## config.mk

```make
export PLATFORM = sky130hd
export DESIGN_NAME = jk_access_ctrl_flat
export DESIGN_NICKNAME = d
export VERILOG_FILES = /design/src/rtl/jk_access_ctrl_if.sv /design/src/rtl/jk_access_ctrl.sv /design/src/flat_wrapper.sv
export SDC_FILE = /design/constraint.sdc
export NUM_CORES = 1
export LEC_CHECK = 0
export BUFFER_PORTS_ARGS = -buffer_cell sky130_fd_sc_hd__buf_2
export CAP_MARGIN = 20
export CORE_ASPECT_RATIO = 1.25
export CORE_MARGIN = 5
export CORE_UTILIZATION = 35
export DETAILED_ROUTE_END_ITERATION = 16
export PLACE_DENSITY_LB_ADDON = 0.05
export SKIP_CTS_REPAIR_TIMING = 1
export SLEW_MARGIN = 20
export SYNTH_ARGS = -nofsm -noshare
export SYNTH_HDL_FRONTEND = slang
export SYNTH_SLANG_ARGS = --single-unit
```

## constraint.sdc

```tcl
create_clock -name clk -period 1.7 [get_ports clk]
set_input_delay 0.255 -clock clk [delete_from_list [all_inputs] [get_ports clk]]
set_output_delay 0.255 -clock clk [all_outputs]
set_load 0.005 [all_outputs]
```

## src/rtl/jk_access_ctrl_if.sv

```systemverilog
`timescale 1ns/1ps
`default_nettype none
// ============================================================================
//  Module   : jk_access_ctrl_if
//  Purpose  : Requester/JK-cell bundle shared between jk_access_ctrl and its users.
//  Revision : 1.0
// ============================================================================
interface jk_access_ctrl_if #(
    parameter int N = 4
);
    logic [N-1:0]   req;
    logic [2*N-1:0] op;
    logic           q;
    logic           j;
    logic           k;
    logic           dev_rst;
    logic [N-1:0]   gnt;
    logic [N-1:0]   done;
    logic           rdata;
    logic           mismatch;
    logic [7:0]     err_cnt;
    logic           busy;

    modport master (
        output req, op, q,
        input  j, k, dev_rst, gnt, done, rdata, mismatch, err_cnt, busy
    );

    modport slave (
        input  req, op, q,
        output j, k, dev_rst, gnt, done, rdata, mismatch, err_cnt, busy
    );
endinterface
`default_nettype wire

```

## src/rtl/jk_access_ctrl.sv

```systemverilog
`timescale 1ns/1ps
`default_nettype none
// ============================================================================
//  Module   : jk_access_ctrl
//  Purpose  : Round-robin sharing of one JK cell among N requesters, with
//             truth-table checking of every result.
//  Revision : 1.0
// ============================================================================
module jk_access_ctrl #(
    parameter int N = 4
) (
    input  wire logic       clk,
    input  wire logic       rst_n,
    jk_access_ctrl_if.slave bus
);
    localparam int c_PW = (N > 1) ? $clog2(N) : 1;

    typedef enum logic [1:0] {
        S_INIT    = 2'd0,
        S_IDLE    = 2'd1,
        S_ISSUE   = 2'd2,
        S_CAPTURE = 2'd3
    } state_t;

    state_t          state_q, state_d;
    logic [c_PW-1:0] ptr_q, ptr_d;
    logic [c_PW-1:0] sel_q, sel_d;
    logic [1:0]      op_q, op_d;
    logic            q_prev_q, q_prev_d;
    logic            j_q, j_d, k_q, k_d;
    logic            dev_rst_q, dev_rst_d;
    logic [N-1:0]    gnt_q, gnt_d;
    logic [N-1:0]    done_q, done_d;
    logic            rdata_q, rdata_d;
    logic            mismatch_q, mismatch_d;
    logic            busy_q, busy_d;
    logic [7:0]      err_cnt_q, err_cnt_d;

    logic            arb_hit;
    logic [c_PW-1:0] arb_sel;
    logic [c_PW:0]   w_idx;
    logic            w_expect;

    // Search upward from ptr with wrap; w_idx is reduced mod N without a divider.
    always_comb begin
        arb_hit = 1'b0;
        arb_sel = '0;
        w_idx   = '0;
        for (int i = 0; i < N; i++) begin
            w_idx = {1'b0, ptr_q} + (c_PW+1)'(i);
            if (w_idx >= (c_PW+1)'(N)) begin
                w_idx = w_idx - (c_PW+1)'(N);
            end
            if (!arb_hit && bus.req[w_idx[c_PW-1:0]]) begin
                arb_hit = 1'b1;
                arb_sel = w_idx[c_PW-1:0];
            end
        end
    end

    always_comb begin
        state_d    = state_q;
        ptr_d      = ptr_q;
        sel_d      = sel_q;
        op_d       = op_q;
        q_prev_d   = q_prev_q;
        j_d        = j_q;
        k_d        = k_q;
        dev_rst_d  = 1'b0;
        gnt_d      = gnt_q;
        done_d     = '0;
        rdata_d    = rdata_q;
        mismatch_d = 1'b0;
        busy_d     = busy_q;
        err_cnt_d  = err_cnt_q;
        w_expect   = 1'b0;

        case (state_q)
            S_INIT: begin
                state_d = S_IDLE;
            end
            S_IDLE: begin
                j_d = 1'b0;
                k_d = 1'b0;
                if (arb_hit) begin
                    state_d    = S_ISSUE;
                    sel_d      = arb_sel;
                    op_d       = bus.op[{arb_sel, 1'b0} +: 2];
                    q_prev_d   = bus.q;
                    gnt_d      = {{(N-1){1'b0}}, 1'b1} << arb_sel;
                    {j_d, k_d} = op_d;
                    busy_d     = 1'b1;
                end
            end
            S_ISSUE: begin
                state_d = S_CAPTURE;
                j_d     = 1'b0;
                k_d     = 1'b0;
            end
            S_CAPTURE: begin
                case (op_q)
                    2'b00:   w_expect = q_prev_q;
                    2'b01:   w_expect = 1'b0;
                    2'b10:   w_expect = 1'b1;
                    default: w_expect = ~q_prev_q;
                endcase
                state_d = S_IDLE;
                rdata_d = bus.q;
                done_d  = gnt_q;
                gnt_d   = '0;
                busy_d  = 1'b0;
                if (bus.q != w_expect) begin
                    mismatch_d = 1'b1;
                    if (err_cnt_q != 8'hFF) begin
                        err_cnt_d = err_cnt_q + 8'd1;
                    end
                end
                ptr_d = (sel_q == c_PW'(N-1)) ? '0 : sel_q + 1'b1;
            end
            default: begin
                state_d = S_INIT;
            end
        endcase
    end

    always_ff @(posedge clk or negedge rst_n) begin
        if (!rst_n) begin
            state_q    <= S_INIT;
            ptr_q      <= '0;
            sel_q      <= '0;
            op_q       <= 2'b00;
            q_prev_q   <= 1'b0;
            j_q        <= 1'b0;
            k_q        <= 1'b0;
            dev_rst_q  <= 1'b1;
            gnt_q      <= '0;
            done_q     <= '0;
            rdata_q    <= 1'b0;
            mismatch_q <= 1'b0;
            busy_q     <= 1'b0;
            err_cnt_q  <= 8'd0;
        end else begin
            state_q    <= state_d;
            ptr_q      <= ptr_d;
            sel_q      <= sel_d;
            op_q       <= op_d;
            q_prev_q   <= q_prev_d;
            j_q        <= j_d;
            k_q        <= k_d;
            dev_rst_q  <= dev_rst_d;
            gnt_q      <= gnt_d;
            done_q     <= done_d;
            rdata_q    <= rdata_d;
            mismatch_q <= mismatch_d;
            busy_q     <= busy_d;
            err_cnt_q  <= err_cnt_d;
        end
    end

    assign bus.j        = j_q;
    assign bus.k        = k_q;
    assign bus.dev_rst  = dev_rst_q;
    assign bus.gnt      = gnt_q;
    assign bus.done     = done_q;
    assign bus.rdata    = rdata_q;
    assign bus.mismatch = mismatch_q;
    assign bus.err_cnt  = err_cnt_q;
    assign bus.busy     = busy_q;
endmodule
`default_nettype wire

```

## src/flat_wrapper.sv

```systemverilog
// flat-port wrapper written by rule: the top's interface ports become plain ports
module jk_access_ctrl_flat 
#(
    parameter int N = 4
)
  (clk, rst_n, bus_req, bus_op, bus_q, bus_j, bus_k, bus_dev_rst, bus_gnt, bus_done, bus_rdata, bus_mismatch, bus_err_cnt, bus_busy);
  jk_access_ctrl_if #(.N(N)) bus_i ();
  input  wire logic clk;
  input  wire logic rst_n;
  input wire logic [$bits(bus_i.req)-1:0] bus_req;
  input wire logic [$bits(bus_i.op)-1:0] bus_op;
  input wire logic [$bits(bus_i.q)-1:0] bus_q;
  output wire logic [$bits(bus_i.j)-1:0] bus_j;
  output wire logic [$bits(bus_i.k)-1:0] bus_k;
  output wire logic [$bits(bus_i.dev_rst)-1:0] bus_dev_rst;
  output wire logic [$bits(bus_i.gnt)-1:0] bus_gnt;
  output wire logic [$bits(bus_i.done)-1:0] bus_done;
  output wire logic [$bits(bus_i.rdata)-1:0] bus_rdata;
  output wire logic [$bits(bus_i.mismatch)-1:0] bus_mismatch;
  output wire logic [$bits(bus_i.err_cnt)-1:0] bus_err_cnt;
  output wire logic [$bits(bus_i.busy)-1:0] bus_busy;
  assign bus_i.req = bus_req;
  assign bus_i.op = bus_op;
  assign bus_i.q = bus_q;
  assign bus_j = bus_i.j;
  assign bus_k = bus_i.k;
  assign bus_dev_rst = bus_i.dev_rst;
  assign bus_gnt = bus_i.gnt;
  assign bus_done = bus_i.done;
  assign bus_rdata = bus_i.rdata;
  assign bus_mismatch = bus_i.mismatch;
  assign bus_err_cnt = bus_i.err_cnt;
  assign bus_busy = bus_i.busy;
  jk_access_ctrl #(.N(N)) u_core (.clk(clk), .rst_n(rst_n), .bus(bus_i));
endmodule
```

After elaboration in Yosys (flattened, before gate mapping)
Index checks and enable logic that the tools add are counted.
Storage, ports and cells
  flip-flop bits (word level): 31
  input port bits: 15
  output and inout bits: 22
  logic and storage cells: 93
Cells by class
  $add $sub $neg: 9
  magnitude comparators: 8
  eq/ne operators: 9
  shift-type cells: 2
  multiplexer cells: 36
  bitwise logic cells: 1
  reduce and logical (&&, ||, !) cells: 14
Operators with widths (count)
  $mux W2: 10
  $mux W1: 14
  $lt A2 B3 Y1 const B: 4
  $ge A3 B3 Y1 const B: 3
  $add A8 B1 Y8 const B: 1
  $bmux W1 S2: 4
  $eq A2 B2 Y1 const B: 4
  $mux W4: 2
  $ne A8 B8 Y1 const B: 1
  $pmux W4 S2: 1
  $shiftx A8 B4 Y2: 1
  $sub A2 B1 Y2 const B: 4
  $add A2 B2 Y3 const B: 2
  $pmux W1 S2: 3
  $pmux W2 S3: 1
  $eq A2 B1 Y1 const B: 2
  $logic_not A2 Y1: 2
  $reduce_and A2 Y1: 2
  $reduce_bool A2 Y1: 2
  $shl A1 B2 Y4 const A: 1
  $add A2 B1 Y3 const B: 1
  $ge A2 B3 Y1 const B: 1
  $logic_and A1 B1 Y1: 3
  $logic_not A1 Y1: 3
  7 further kinds: 7

Logic depth before layout (Yosys ltp)
Gate-level depths: netlist (run 1).
  depth in word-level cells: 17
  mapped depth: 6
  mapped depth without buffers: 5

Least setup slack after synthesis (run 1)
No wires, ideal clock.
  kind: register to register
  start point: register u_core.state_q[0]
  end point: register u_core.err_cnt_q[7], in the netlist u_core.bus.err_cnt[7]
  setup time: 79 ps
  data arrival time: 1403 ps
  data required time: 1621 ps
  setup slack: 218 ps
  cell stages (with the launch flop): 6
  buffers on the path: 1
  period minus slack after synthesis: 1482 ps
  path through: dfrtp_1 ha_1 clkbuf_1 o211ai_1 nor4_1 xor2_1
Between the ends
  longest elaborated chain between the ends: 2
RTL lines
  start: declaration: RTL line jk_access_ctrl.sv:25  | state_t state_q, state_d;
  start signal: assignment: RTL line jk_access_ctrl.sv:143  | state_q <= state_d;
  $eq A2 B2 Y1: RTL line jk_access_ctrl.sv:78  | case (state_q)
  $reduce_and A3 Y1 (no source line)
  end signal: assignment: RTL line jk_access_ctrl.sv:156  | err_cnt_q <= err_cnt_d;
  end: declaration: RTL line jk_access_ctrl.sv:37  | logic [7:0] err_cnt_q, err_cnt_d;
Every way passes these cells.
A chain may end at the register's enable or synchronous reset.

Worst setup path after layout (run 1)
  start point: register u_core.state_q[1]
  end point: register u_core.err_cnt_q[7], in the netlist u_core.bus.err_cnt[7]
Same word-level chain as after synthesis.

==> results of run 1 <==
[cells by family (layout without fill, tap and decap cells)]
| group | Yosys count | after routing | share of synthesized area, % |
|---|---|---|---|
| and+or+nand+nor | 58 | 58 | 20.4 |
| adders and majority gates | 5 | 5 | 4.01 |
| buffers and inverters | 8 | 53 | 2.16 |
| xor gates and xnor gates | 7 | 7 | 3.93 |
| muxes | 6 | 6 | 4.25 |
| other | 1 | 1 | 0.240 |
| DFF | 31 | 31 | 49.8 |
| AOI/OAI and AO/OA | 31 | 31 | 15.3 |
[cells in the mapped netlist (all sizes together)]
library cell	count
dfrtp	30
nand2	18
o21ai	11
nor2	9
nand3	8
and2	6
inv	6
and3	5
ha	5
mux2	5
xor2	5
a32oi	4
o31ai	4
a21oi	3
nor3	3
nand2b	2
nor4	2
o211ai	2
o21a	2
xnor2	2
a21o	1
a2bb2oi	1
and3b	1
and4	1
buf	1
clkbuf	1
conb	1
dfstp	1
mux2i	1
nand3b	1
nand4	1
o221a	1
o22ai	1
o2bb2ai	1
or3	1
[report_power, final]
part           total [mW]  leakage (nW)  internal [mW]  switching [mW]
clock               0.589        0.0482          0.326           0.263
sequential           1.29         0.386           1.03           0.260
combinational        1.43         0.502          0.687           0.745
total                3.31         0.936           2.04            1.27
[layout by cell type, fill, tap and decap left out, drive strengths merged, types with 6 or more instances in the layout]
cell	instances
nand2	18
nand3	8
buf	39
o21ai	11
inv	6
nor2	9
dfrtp	30
clkbuf	7
and2	6
[sequential cells by signal, summed over array words and instances, names as in the netlist, 2 cells and up]
signal and flops:
u_core.bus.done 4, u_core.bus.err_cnt 8, u_core.bus.gnt 4, u_core.op_q 2, u_core.ptr_q 2, u_core.sel_q 2, u_core.state_q 2
[worst paths after layout]
path / startpoint / end / cells past startpoint
worst max-delay path: u_core.state_q[1] / u_core.bus.err_cnt[7] / 4
worst min-delay path: rst_n / u_core.bus.err_cnt[6] / 1
worst max register to register: u_core.state_q[1] / u_core.bus.err_cnt[7] / 4
worst min register to register: u_core.op_q[0] / u_core.op_q[0] / 2
max in group asynchronous: rst_n / u_core.ptr_q[1] / 1
min in group clk: bus_q / u_core.q_prev_q / 2
[worst max-delay path, delay by kind of cell, from the launching register on]
family          cells  cell delay, ps
xor+xnor            1             170
fa+ha+maj           1             420
simple gates        1             260
flops               1             390
compound gates      1             230
[routing by layer]
layer  share of wire (%)  wire [µm]
met1                  40       1400
met2                  53       1850
met4                 1.6         54
met3                 4.4        153
met5                   0          0
[area by class of cell]
type                       instances  area share (%)
clock buffer                       7            4.46
clock inverter                     1           0.259
inverter                           6            1.16
multi-input combinational        108            39.7
sequential                        31            40.2
tap                               58            3.75
timing repair buffer              39            10.5
[through the flow]
step	instances	setup WS, ps	hold slack [ps]	utilization [%]	power [mW]
after floorplan	147	218	-40.6	-	2.24
after global placement	242	156	329	41.9	2.68
after detailed placement	242	85.2	345	41.9	2.73
after CTS	250	69.9	41.9	44.0	3.34
after global routing	250	28.1	77.8	44.4	3.60
final	250	149	10.2	44.4	3.31
==> metrics.md, run 1 <==
| Metric | Value |
|---|---|
| Reg area | 778 µm² |
| Crit path arrival time | 1750 ps |
| Final Cell Area | 1930 µm² |
| Relative slew slack | 55.0% |
| Top post-synthesis cells by area | dfrtp_1 48%, nand2_1 4.3%, ha_1 4.0%, o31ai_2 3.2%, mux2_2 2.9% |
| Syn nets | 167 |
| Mapped cell area | 1560 µm² |
| Worst slew pin tran | 675 ps |
| Sequential fraction of the synthesis area | 49.8% |
| Initial Util | 35.8% |
| Port Buffers | 36 |
| Worst skew pair latency | 280 ps |
| CP endpoint kind | flip-flop |
| Static leakage | 0.936 nW |
| Setup violators final | 0 |
| Nets | 211 |
| Critical path fanouts, max | 9 |
| Initial DRC Count | 26 |
| RSZ-0062 raised after global routing | false |
| Fmax | 645 MHz |
| Max-cap violations | 0 |
| Worst path cell trace | ha_1, o211ai_1, nor4_1, xor2_1 |
| Reg-to-reg slack, setup | 150 ps |
| Initial antenna violation count | 0 |
| Clock sink total | 31 |
| Chip Width | 69.7 µm |
| Slowest stage delay, CP | 420 ps |
| Gr ovfl total | 0 |
| Routed Antenna Nets | 0 |
| Gr usage total | 12.2% |
| Chip Height | 84.7 µm |
| Via-per-instance ratio | 5.03 |
| Status | complete, no violations |
| Worst Skew | 4.76 ps |
| Root Buffer | clkbuf_8 |
| Htree depth | 2 |
| TritonCTS Buffers | 5 |
| Crit Path Class | flip-flop to flip-flop |
| Post-Place Cell Area | 1830 µm² |
| Largest net degree at the start of global routing | 32 |
| Boundary Pins | 37 |
| Register bit total from synthesis | 31 |
| Clock Tree Buf Depth | 2 |
| Worst Path Required | 1900 ps |
| Netlist cell types | 41 |
| # rows | 27 |
| Area occupied by multi-input gates | 767 µm² |
| Share of cells above drive strength 1 | 34.9% |
| Total Wirelength | 3.46 mm |
| Drt drc | 0 |
| Mapped Cells | 147 |
| Tcrit/Tclk final | 91.2% |
| Hold Path Class | primary input to asynchronous set/reset pin |
| Vias in the first global route | 1215 |
| Clock-pin slew on the worst setup and hold paths | 60 ps |
| GR Util met3 | 3.71% |
| VDD IR max | 0.000727 V |
| Critical path startpoint category | flip-flop |
| Avg Cell Area, Syn | 10.6 µm² |
| PD cells | 1710 nW/µm² |
| Cell accounting for the most synthesized area | dfrtp_1 |
| Hold Vio Cnt, Final | 0 |
| CP max-delay cell | ha_1 |
| First-pass GRT wire length | 5.74 mm |
| Synth-to-Final Area Change | 23.9% |
| Final HPWL DP | 2.63 mm |
| Tmin final | 1550 ps |
| Die area | 5910 µm² |
| GR peak layer | met2 |
| Vias | 1258 |
| # fillers | 423 |
| Slew Limit Fails | 0 |
| Met1 Usage GRT | 13.4% |
| GR Util met2 | 21.9% |
| # diodes | 0 |
| Ys Warns | 0 |
| Gpl congestion | 0.747 |
| Setup TNS | 0 ps |
| Drt pass-1 iters | 4 |
| Post-synth top area share | 48.1% |
| Core box area | 4360 µm² |
| Drt wl/cell | 13.8 µm |
| CTS tree | yes |
No activity file was read; power rests on OpenSTA's default activity.
==> run 2: changes to the inputs <==
ABC_AREA = 1   (was unset)
CELL_PAD_IN_SITES_DETAIL_PLACEMENT = 1   (was unset)
CELL_PAD_IN_SITES_GLOBAL_PLACEMENT = 1   (was unset)
==> run 2 against run 1 <==
Net effect:
- the flow now finishes with violations (negative setup slack)
- count of clock-buffer cells in the layout down 2
- critical path depth increased by 10
- sequential share of layout area fell by 7.9 points
- worst hold slack worse by 9.5 ps
- sequential power fell by 3%
- synthesized area up 11%
- highest routed layer unchanged
- global-route usage grew 2.5 points
- synthesized cell count grew 42%
- final area increased by 25%
==> metrics.md, run 2 <==
| Metric | Value |
|---|---|
| Status | finished with violations |
| Failing checks | negative setup slack |
| Register bit total from synthesis | 31 |
| Reg-to-reg slack, setup | -140 ps |
| Final HPWL DP | 3.39 mm |
| Via-per-instance ratio | 4.66 |
| Tcrit/Tclk final | 108% |
| Hold Vio Cnt, Final | 0 |
| Sequential share of power | 23.2% |
| Static leakage | 1.34 nW |
| Max reg flops | 8 |
| Finished Layout Cells | 338 |
| Post-synth top area share | 43.4% |
| Root Buffer | clkbuf_8 |
| Crit path arrival time | 2020 ps |
| First-pass GRT wire length | 7.33 mm |
| Clock network power share | 13.5% |
| Avg Cell Area, Syn | 8.27 µm² |
| Setup violators final | 10 |
| # diodes | 0 |
| Reg2reg start | u_core.ptr_q[0] |
| Mapped Cells | 209 |
| Ys Warns | 0 |
| Worst skew pair latency | 280 ps |
| Clock-pin slew on the worst setup and hold paths | 70 ps |
| Drt drc | 0 |
| Crit Path Class | flip-flop to flip-flop |
| Gr usage total | 14.7% |
| Switching Fraction | 45.7% |
| Internal power component | 2.93 mW |
| Initial DRC Count | 21 |
| Nets | 297 |
| Largest net degree at the start of global routing | 32 |
| Fmax | 543 MHz |
| # rows | 28 |
| TritonCTS Buffers | 5 |
| Cell count after placement | 325 |
| Post-Place Cell Area | 2130 µm² |
| PD cells | 2240 nW/µm² |
| Mapped cell area | 1730 µm² |
| CP Buf/Inv Count | 2 |
| Logic pwr share | 63.3% |
| RSZ-0062 raised after global routing | true |
| Gpl congestion | 0.804 |
| Clock Tree Buf Depth | 2 |
| CTS tree | yes |
| Syn nets | 229 |
| WHS | 0.676 ps |
| Die area | 6450 µm² |
| Synth top cells by count | 79 x nand2_1, 30 x dfrtp_1, 20 x inv_1, 10 x nand2_2, 8 x o21ai_0 |
| Area occupied by multi-input gates | 938 µm² |
| Clock sink total | 31 |
| Predominant post-synthesis flop cell | dfrtp_1 |
| Final WS setup | -142 ps |
| Sequential fraction of the synthesis area | 44.9% |
| Top post-synthesis cells by area | dfrtp_1 43%, nand2_1 17%, inv_1 4.3%, ha_1 3.6%, nand2_2 3.6% |
| Worst path cell trace | clkinv_4, nand2_4, nand2_8, nand2_4, nand2_4, nor2_8, nand3b_1, nand3_1, nand2_2, buf_6, nand2_2, nand2_2, nand2_2, nand2_2 |
| Initial antenna violation count | 0 |
| Most frequent cells in the layout | 62 x nand2_1, 36 x buf_2, 28 x dfrtp_1 |
| Boundary Pins | 37 |
| Routed Antenna Nets | 0 |
| Post-synth ARST share | 100% |
| Tmin final | 1840 ps |
| Worst slew pin tran | 678 ps |
| Synth-to-Final Area Change | 39.4% |
| # fillers | 592 |
| Vias | 1576 |
| Port Buffers | 36 |
| Core box area | 4760 µm² |
| Initial Util | 36.3% |
| Reg2Reg Capture Point | u_core.bus.k |
| Slew Limit Fails | 0 |
| Critical path startpoint category | flip-flop |
| Relative slew slack | 54.8% |
| Reg area | 779 µm² |
| Netlist cell types | 29 |
| Drt wl/cell | 13.4 µm |
| CP endpoint kind | flip-flop |
| Drt pass-1 iters | 4 |
| Share of cells above drive strength 1 | 44.2% |
| Cell accounting for the most synthesized area | dfrtp_1 |
| Post-synth EDFFs | 0 |
| Gr ovfl total | 0 |
| Total Wirelength | 4.51 mm |
| Vias in the first global route | 1623 |
| Crit-path most repeated cell | nand2_2 |
| Reg2Reg Depth | 14 |
| Chip Width | 72.9 µm |
| Worst Path Required | 1880 ps |
| Slowest stage delay, CP | 490 ps |
| Leading cell type in the layout, fill and taps excluded | nand2_1 |
| Most frequent cell after synthesis | nand2_1 |
| CP max-delay cell | dfrtp_2 |
| P_sw | 2.47 mW |
| Htree depth | 2 |
| VDD IR max | 0.000952 V |
| Hold Path Class | primary input to asynchronous set/reset pin |
| Final Cell Area | 2410 µm² |
| Max-cap violations | 0 |
| Cell family with most CP delay | simple AND/OR/NAND/NOR gates |
| Worst Skew | 6.05 ps |
| Critical path fanouts, max | 7 |
| Chip Height | 88.6 µm |
## run 2: cell types whose count changed in the layout (fill, tap and decap cells not counted), sizes merged, moves of 3 or more
cell	delta
a32oi	-4
and2	-6
and3	-4
buf	+23
inv	+19
mux2	-5
nand2	+76
nand3	+4
nand4	+6
nor2	-3
nor3	-3
xor2	-3
## run 2: how the worst max path moves through the flow
stage                 startpoint               endpoint  depth (start not counted)
2_1_floorplan  u_core.state_q[1]  u_core.bus.err_cnt[7]                          7
4_1_cts          u_core.ptr_q[0]           u_core.bus.k                         13
3_5_place_dp     u_core.ptr_q[0]           u_core.bus.j                         14
3_3_place_gp     u_core.ptr_q[0]           u_core.bus.k                         14
5_1_grt          u_core.ptr_q[0]           u_core.bus.k                         14
6_report         u_core.ptr_q[0]           u_core.bus.k                         14
## run 2: final cells by class
class	count	share of cell area, %
Clock buffer	5	2.85
Clock inverter	3	1.82
Inverter	25	4.20
Multi-Input combinational cell	151	38.9
Sequential cell	31	32.3
Tap cell	60	3.11
Timing Repair Buffer	62	16.5
Timing Repair inverter	1	0.259
## run 2: cells by family after synthesis
| kind of cell | synth area share, % |
|---|---|
| buffers and inverters | 6.44 |
| AO/OA/AOI/OAI | 6.01 |
| AND/OR/NAND/NOR | 35.7 |
| XOR/XNOR | 3.04 |
| adder cells (fa/ha/maj) | 3.62 |
| other | 0.217 |
| flip-flops | 44.9 |
## run 2: layer usage
layer	global-route usage, %	up-vias	wire length [µm]
met5	0	-	0
met4	5.03	0	53
met3	2.84	7	130
met2	27.3	23	2530
met1	16.6	754	1810
li1	-	792	-
## run 2: worst register-to-register path, cell delays in order (launching register included)
cell,delay (ps)
dfrtp_2,490
clkinv_4,140
nand2_4,110
nand2_8,70
nand2_4,80
nand2_4,60
nor2_8,140
nand3b_1,90
nand3_1,100
nand2_2,90
buf_6,130
nand2_2,60
nand2_2,60
nand2_2,70
nand2_2,50
## run 2: metrics by stage
step	setup TNS [ps]	utilization, %	total power [mW]	setup WS, ps
floorplan	0	-	3.02	49.8
global placement	-358	44.8	4.11	-104
detailed placement	-497	44.8	4.15	-108
CTS	-724	47.2	4.91	-132
global route	-2440	50.6	5.91	-259
finish	-814	50.6	5.40	-142
## run 2: power by group through the flow
stage | Combinational (mW) | Sequential (mW) | Clock [mW]
after detailed placement | 2.92 | 1.23 | 0
after global routing | 3.83 | 1.30 | 0.781
after floorplan | 1.81 | 1.21 | 0
after global placement | 2.88 | 1.23 | 0
final | 3.42 | 1.25 | 0.728
after CTS | 2.94 | 1.22 | 0.744
